[src/rtl/mem_bank_reader.sv]
// Egress read controller for one port's frame bank: queues frame descriptors,
// streams each frame's words out with backpressure and an inter-frame gap.
module mem_bank_reader #(
  parameter int pPORT_WIDTH = 4,
  parameter int pADDR_W     = 10,
  parameter int pDESC_DEPTH = 4,
  parameter int pIFG        = 3
) (
  input  logic                           i_clk,
  input  logic                           i_reset,
  input  logic                           i_desc_valid,
  output logic                           o_desc_ready,
  input  logic [pADDR_W-1:0]             i_desc_addr,
  input  logic [pADDR_W-1:0]             i_desc_len,
  input  logic [$clog2(pPORT_WIDTH)-1:0] i_desc_src,
  output logic                           o_rd_en,
  output logic [pADDR_W-1:0]             o_rd_addr,
  input  logic [31:0]                    i_mem_data,
  input  logic [1:0]                     i_mem_info,
  input  logic [1:0]                     i_mem_extra,
  output logic [31:0]                    o_data,
  output logic                           o_valid,
  input  logic                           i_ready,
  output logic [1:0]                     o_info_port,
  output logic [1:0]                     o_extra_byte,
  output logic [$clog2(pPORT_WIDTH)-1:0] o_port_num,
  output logic                           o_free_valid,
  output logic [pADDR_W-1:0]             o_free_len,
  output logic                           o_err
);

  localparam int SRC_W = $clog2(pPORT_WIDTH);
  localparam int PTR_W = (pDESC_DEPTH > 1) ? $clog2(pDESC_DEPTH) : 1;
  localparam int GAP_W = $clog2(pIFG + 1);

  typedef enum logic [2:0] {S_IDLE, S_LOAD, S_READ, S_DRAIN, S_GAP} state_t;

  state_t state, state_next;

  logic [pADDR_W-1:0] fifo_addr [pDESC_DEPTH];
  logic [pADDR_W-1:0] fifo_len  [pDESC_DEPTH];
  logic [SRC_W-1:0]   fifo_src  [pDESC_DEPTH];
  logic [PTR_W-1:0]   fifo_wr, fifo_rd;
  logic [PTR_W:0]     fifo_count;
  logic               fifo_empty, desc_push, desc_zero, desc_pop;

  logic [pADDR_W-1:0] rd_addr, remaining, frame_len, ret_idx;
  logic [SRC_W-1:0]   src;
  logic               inflight, rd_en, free_valid, err_q;
  logic [GAP_W-1:0]   gap_cnt;

  logic [31:0]        buf_data  [2];
  logic [1:0]         buf_info  [2];
  logic [1:0]         buf_extra [2];
  logic               buf_head, buf_tail, buf_pop, space;
  logic [1:0]         buf_count;
  logic [2:0]         occ_after;
  logic [1:0]         exp_info;

  assign o_desc_ready = fifo_count != (PTR_W+1)'(pDESC_DEPTH);
  assign fifo_empty   = fifo_count == '0;
  assign desc_push    = i_desc_valid && o_desc_ready && (i_desc_len != '0);
  assign desc_zero    = i_desc_valid && o_desc_ready && (i_desc_len == '0);

  always_ff @(posedge i_clk) begin
    if (desc_push) begin
      fifo_addr[fifo_wr] <= i_desc_addr;
      fifo_len[fifo_wr]  <= i_desc_len;
      fifo_src[fifo_wr]  <= i_desc_src;
    end
  end

  always_ff @(posedge i_clk) begin
    if (!i_reset) begin
      fifo_wr    <= '0;
      fifo_rd    <= '0;
      fifo_count <= '0;
    end else begin
      if (desc_push) fifo_wr <= fifo_wr + 1'b1;
      if (desc_pop)  fifo_rd <= fifo_rd + 1'b1;
      case ({desc_push, desc_pop})
        2'b10:   fifo_count <= fifo_count + 1'b1;
        2'b01:   fifo_count <= fifo_count - 1'b1;
        default: fifo_count <= fifo_count;
      endcase
    end
  end

  // Reads are issued only while buffer plus the in-flight word leaves room after this cycle's pop.
  assign buf_pop   = o_valid && i_ready;
  assign occ_after = {1'b0, buf_count} + {2'b00, inflight} - {2'b00, buf_pop};
  assign space     = occ_after < 3'd2;

  always_ff @(posedge i_clk) begin
    if (!i_reset) state <= S_IDLE;
    else          state <= state_next;
  end

  always_comb begin
    state_next = state;
    desc_pop   = 1'b0;
    rd_en      = 1'b0;
    free_valid = 1'b0;
    case (state)
      S_IDLE:  if (!fifo_empty) state_next = S_LOAD;
      S_LOAD: begin
        desc_pop   = 1'b1;
        state_next = S_READ;
      end
      S_READ: begin
        if (space) begin
          rd_en = 1'b1;
          if (remaining == pADDR_W'(1)) state_next = S_DRAIN;
        end
      end
      S_DRAIN: begin
        if (!inflight && buf_count == 2'd0) begin
          free_valid = 1'b1;
          state_next = S_GAP;
        end
      end
      S_GAP: begin
        if (gap_cnt == GAP_W'(pIFG - 1)) state_next = fifo_empty ? S_IDLE : S_LOAD;
      end
      default: state_next = S_IDLE;
    endcase
  end

  // Position-derived info; a stored value that disagrees is reported and replaced.
  assign exp_info = {ret_idx == frame_len - pADDR_W'(1), ret_idx == '0};

  always_ff @(posedge i_clk) begin
    if (!i_reset) begin
      rd_addr   <= '0;
      remaining <= '0;
      frame_len <= '0;
      ret_idx   <= '0;
      src       <= '0;
      inflight  <= 1'b0;
      err_q     <= 1'b0;
      gap_cnt   <= '0;
      buf_head  <= 1'b0;
      buf_tail  <= 1'b0;
      buf_count <= 2'd0;
      for (int i = 0; i < 2; i++) begin
        buf_data[i]  <= '0;
        buf_info[i]  <= '0;
        buf_extra[i] <= '0;
      end
    end else begin
      inflight <= rd_en;
      err_q    <= desc_zero || (inflight && (i_mem_info != exp_info));
      gap_cnt  <= (state == S_GAP) ? gap_cnt + 1'b1 : '0;
      if (desc_pop) begin
        rd_addr   <= fifo_addr[fifo_rd];
        remaining <= fifo_len[fifo_rd];
        frame_len <= fifo_len[fifo_rd];
        src       <= fifo_src[fifo_rd];
        ret_idx   <= '0;
      end else begin
        if (rd_en) begin
          rd_addr   <= rd_addr + 1'b1;
          remaining <= remaining - 1'b1;
        end
        if (inflight) ret_idx <= ret_idx + 1'b1;
      end
      if (inflight) begin
        buf_data[buf_tail]  <= i_mem_data;
        buf_info[buf_tail]  <= exp_info;
        buf_extra[buf_tail] <= exp_info[1] ? i_mem_extra : 2'b00;
        buf_tail            <= ~buf_tail;
      end
      if (buf_pop) buf_head <= ~buf_head;
      case ({inflight, buf_pop})
        2'b10:   buf_count <= buf_count + 2'd1;
        2'b01:   buf_count <= buf_count - 2'd1;
        default: buf_count <= buf_count;
      endcase
    end
  end

  assign o_rd_en      = rd_en;
  assign o_rd_addr    = rd_addr;
  assign o_valid      = buf_count != 2'd0;
  assign o_data       = buf_data[buf_head];
  assign o_info_port  = buf_info[buf_head];
  assign o_extra_byte = buf_extra[buf_head];
  assign o_port_num   = src;
  assign o_free_valid = free_valid;
  assign o_free_len   = free_valid ? frame_len : '0;
  assign o_err        = err_q;

endmodule
[config.mk]
export PLATFORM = sky130hd
export DESIGN_NAME = mem_bank_reader
export DESIGN_NICKNAME = d
export VERILOG_FILES = /design/src/rtl/mem_bank_reader.sv
export SDC_FILE = /design/constraint.sdc
export NUM_CORES = 1
export LEC_CHECK = 0
export CAP_MARGIN = 15
export CORE_MARGIN = 3
export CORE_UTILIZATION = 55
export DETAILED_ROUTE_END_ITERATION = 8
export HOLD_SLACK_MARGIN = 0.12
export PLACE_DENSITY = 0.88
export SLEW_MARGIN = 30
export SYNTH_ARGS = -nofsm -noshare
export SYNTH_HDL_FRONTEND = slang
export SYNTH_SLANG_ARGS = --single-unit
[constraint.sdc]
create_clock -name i_clk -period 4.4 [get_ports i_clk]
set_input_delay 1.1 -clock i_clk [delete_from_list [all_inputs] [get_ports i_clk]]
set_output_delay 1.1 -clock i_clk [all_outputs]
set_load 0.03 [all_outputs]
==> summary.md <==
| Metric | Value |
|---|---|
| Status | finished, final reports clean |
| Reg clk slew, reported paths | 0.06 ns |
| Synth cell types | 63 |
| First-pass GRT wire length | 34130 µm |
| Crit path DAT | 3.25 ns |
| CP max FO | 2 |
| Most used DFF post-synth | edfxtp_1 |
| Initial antenna violation count | 0 |
| H-tree depth | 1 |
| Root Buffer | clkbuf_16 |
| MaxCap Viol Count | 0 |
| Critical-path cell list | clkdlybuf4s50_1 -> and2_4 -> ha_4 -> nor2_2 -> fa_2 -> or4b_4 -> inv_4 -> buf_6 |
| Via count | 6395 |
| Asr flop ratio synth | 0 |
| Category of the most critical setup path | input pin to output port |
| Post-synth EDFFs | 160 |
| YS warnings | 0 |
| Core Box Area | 17360 µm² |
| Total negative slack | 0 ns |
| Cells after synthesis | 746 |
| Layout cell share with drive strength beyond 1 | 0.1537 |
| Clk_lat worst skew | 0.51 ns |
| Gr usage total | 0.2149 |
| Synth area leader | edfxtp_1 |
| Starting Density | 0.5649 |
| IO Count | 125 |
| Number of global-route vias before repair | 6696 |
| Top area cells in the synthesized netlist | edfxtp_1 49%, dfxtp_1 13%, and2_1 5.7% |
| Pwr dens | 557.2 nW/µm² |
| Fin. Hold Viols | 0 |
| Leak | 4.292 nW |
| Crit path max-delay family | simple AND/OR/NAND/NOR gates |
| Width of the die | 139.5 µm |
| Final WL | 21040 µm |
| CP Capture Type | output port |
| Hold-fix buffers at CTS | 0 |
| Syn Area/Cell | 13.14 µm² |
| CP Buf/Inv Count | 3 |
| Startpoint Class | input pin |
| Crit. path cell count | 8 |
| WL/cell | 18.74 µm |
| Detail Route Antenna Nets | 0 |
| Top cells by count, synth | 160 x edfxtp_1, 89 x and2_1, 63 x dfxtp_1, 58 x nand2_1, 37 x mux2_2 |
| Cell Rows | 48 |
| Dpl cell area | 11390 µm² |
| Area Growth Syn to Fin | 23.53% |
| F_max | 230.0 MHz |
| RSZ-0062 raised after global routing | no |
| I/O Buffers | 124 |
| Most common cell in the netlist | edfxtp_1 |
| Tcrit/Tclk final | 0.9883 |
| R2R depth | 14 |
| Fin. max-slew vios | 0 |
| Max Root-Sink Buffers | 3 |
| Routed vias/inst | 5.695 |
| Die footprint | 19460 µm² |
| Least-Margin Pin Slew | 0.7031 ns |
| Hold Path Depth | 1 |
| Slowest stage cell on the critical path | or4b_4 |
| Gpl congestion | 0.8248 |
| Min-delay worst type | register to register |
| Required time worst endpoint | 3.30 ns |
| DRT iter0 DRCs | 368 |
| TritonCTS clock tree | yes |
| Finished Cell Area | 12110 µm² |
| Number of synthesized register bits | 223 |
| Final nets | 959 |
| DR pass1 iterations | 4 |
| Setup violators final | 0 |
| Hpwl dp | 13630 µm |
| Worst vdd ir | 397.2 µV |
| Clock sink count | 223 |
| Synthesized area | 9804 µm² |
| Total CTS buffers | 23 |
| Residual DRC | 0 |
| Mapped Nets | 824 |
| Synth top area share | 0.4900 |
| Seq/Total Area, Yosys | 0.6187 |
| Antenna Cells | 0 |
| Tmin final | 4.349 ns |
| Fill count | 1136 |
| Max incr delay on CP | 0.55 ns |
| Max-slew headroom | 0.5313 |
| Vert. Die Dim | 139.5 µm |
| Largest net degree at the start of global routing | 56 |
| Congestion Overflow GR | 0 |
| Skew final | 0.01684 ns |
## flip-flops by register name, summed over array words and instances (netlist names), named ones only
signal / count
buf_count: 2
frame_len: 10
o_port_num: 2
fifo_wr: 2
state: 3
fifo_count: 3
fifo_src: 8
gap_cnt: 2
buf_data: 64
o_err: 1
fifo_rd: 2
ret_idx: 10
remaining: 10
fifo_len: 40
buf_extra: 4
buf_info: 4
buf_head: 1
o_rd_addr: 10
fifo_addr: 40
inflight: 1
buf_tail: 1
## cells in the final DEF, fill, tap and decap left out, types with 4 or more instances in the layout
master / netlist / layout
edfxtp_1: 160 / 160
clkdlybuf4s50_1: 0 / 123
and2_1: 89 / 88
dfxtp_1: 63 / 62
nand2_1: 58 / 58
mux2_2: 37 / 37
nor2_1: 29 / 28
o21ai_0: 27 / 26
inv_1: 24 / 23
xnor2_1: 23 / 23
clkbuf_16: 0 / 23
mux4_2: 21 / 21
buf_4: 0 / 21
a21boi_0: 17 / 17
xor2_1: 13 / 13
ha_1: 14 / 13
nor3_1: 12 / 12
a21oi_1: 12 / 12
clkbuf_1: 25 / 11
nand3_1: 9 / 9
nor2b_1: 9 / 9
or3_1: 8 / 8
nand4_1: 8 / 8
nor4_1: 7 / 7
and3_1: 6 / 6
nand2b_1: 5 / 5
clkinv_1: 0 / 4
## timing repair
item | 4_1_cts | 5_1_grt
gates resized for setup | 6 | 2
setup buffers | 0 | 1
setup endpoints to repair | 1 | 1
pin swaps | 4 | 3
## worst paths after layout
kind                              startpoint           end  slack, ns
worst max register to register  buf_count[0]  o_rd_addr[5]       1.25
worst max-delay path                 i_ready       o_rd_en       0.05
worst min register to register    gap_cnt[0]    gap_cnt[0]       0.43
worst min-delay path              gap_cnt[0]    gap_cnt[0]       0.43
## final cells by class
class	instances	area [µm²]	share of cell area
timing repair buffer	147	1455	0.1201
tap	225	281.5	0.02324
inverter	24	92.59	0.007645
clock buffer	34	616.8	0.05093
sequential	223	6067	0.5009
clock inverter	8	63.81	0.005269
multi-input combinational	462	3535	0.2918
## routing by layer
metal  track usage  vias up  part of all wire
met5             0        -                 0
met4       0.06643        0             0.021
met3       0.03746       40             0.072
met2        0.3763      228              0.52
met1        0.2744     3144              0.39
li1              -     2983                 -
## worst register-to-register path: stages, from the launching register on
cell and delay [ns]:
dfxtp_1 0.39, inv_1 0.11, nand2_1 0.15, and2_4 0.19, ha_4 0.19, nor2_2 0.09
fa_2 0.45, or4b_4 0.55, inv_4 0.10, buf_4 0.11, buf_4 0.18, nand4_1 0.14
xor2_1 0.18, nand2_1 0.08, o211a_1 0.14
## per-stage QoR
step                      utilization  total power (W)  setup slack [ns]  instances  hold slack (ns)
final                          0.6978         0.006749           0.05146       1123           0.4346
after global routing           0.6978         0.007083           0.01345       1123           0.4709
after CTS                      0.6965         0.006758          0.002074       1122           0.4393
after detailed placement       0.6564         0.004947          -0.07549       1080           0.4057
after global placement         0.6532         0.004850          -0.05123       1078           0.4032
after floorplan                     -         0.004237            0.2748        746           0.3925
## report_power, final
part	leakage (nW)	internal [W]	total (W)	switching (W)
clock	0.329	0.00103	0.00177	0.000746
sequential	2.07	0.00255	0.00280	0.000250
combinational	1.90	0.00101	0.00217	0.00116
## cell families after synthesis
group | synth area share
AO/OA/AOI/OAI | 0.06253
XOR/XNOR | 0.03216
adder cells (fa/ha/maj) | 0.02195
buffers and inverters | 0.02437
flip-flops | 0.6187
multiplexers | 0.09278
AND/OR/NAND/NOR | 0.1475
Power figures use the tool's default switching activity.
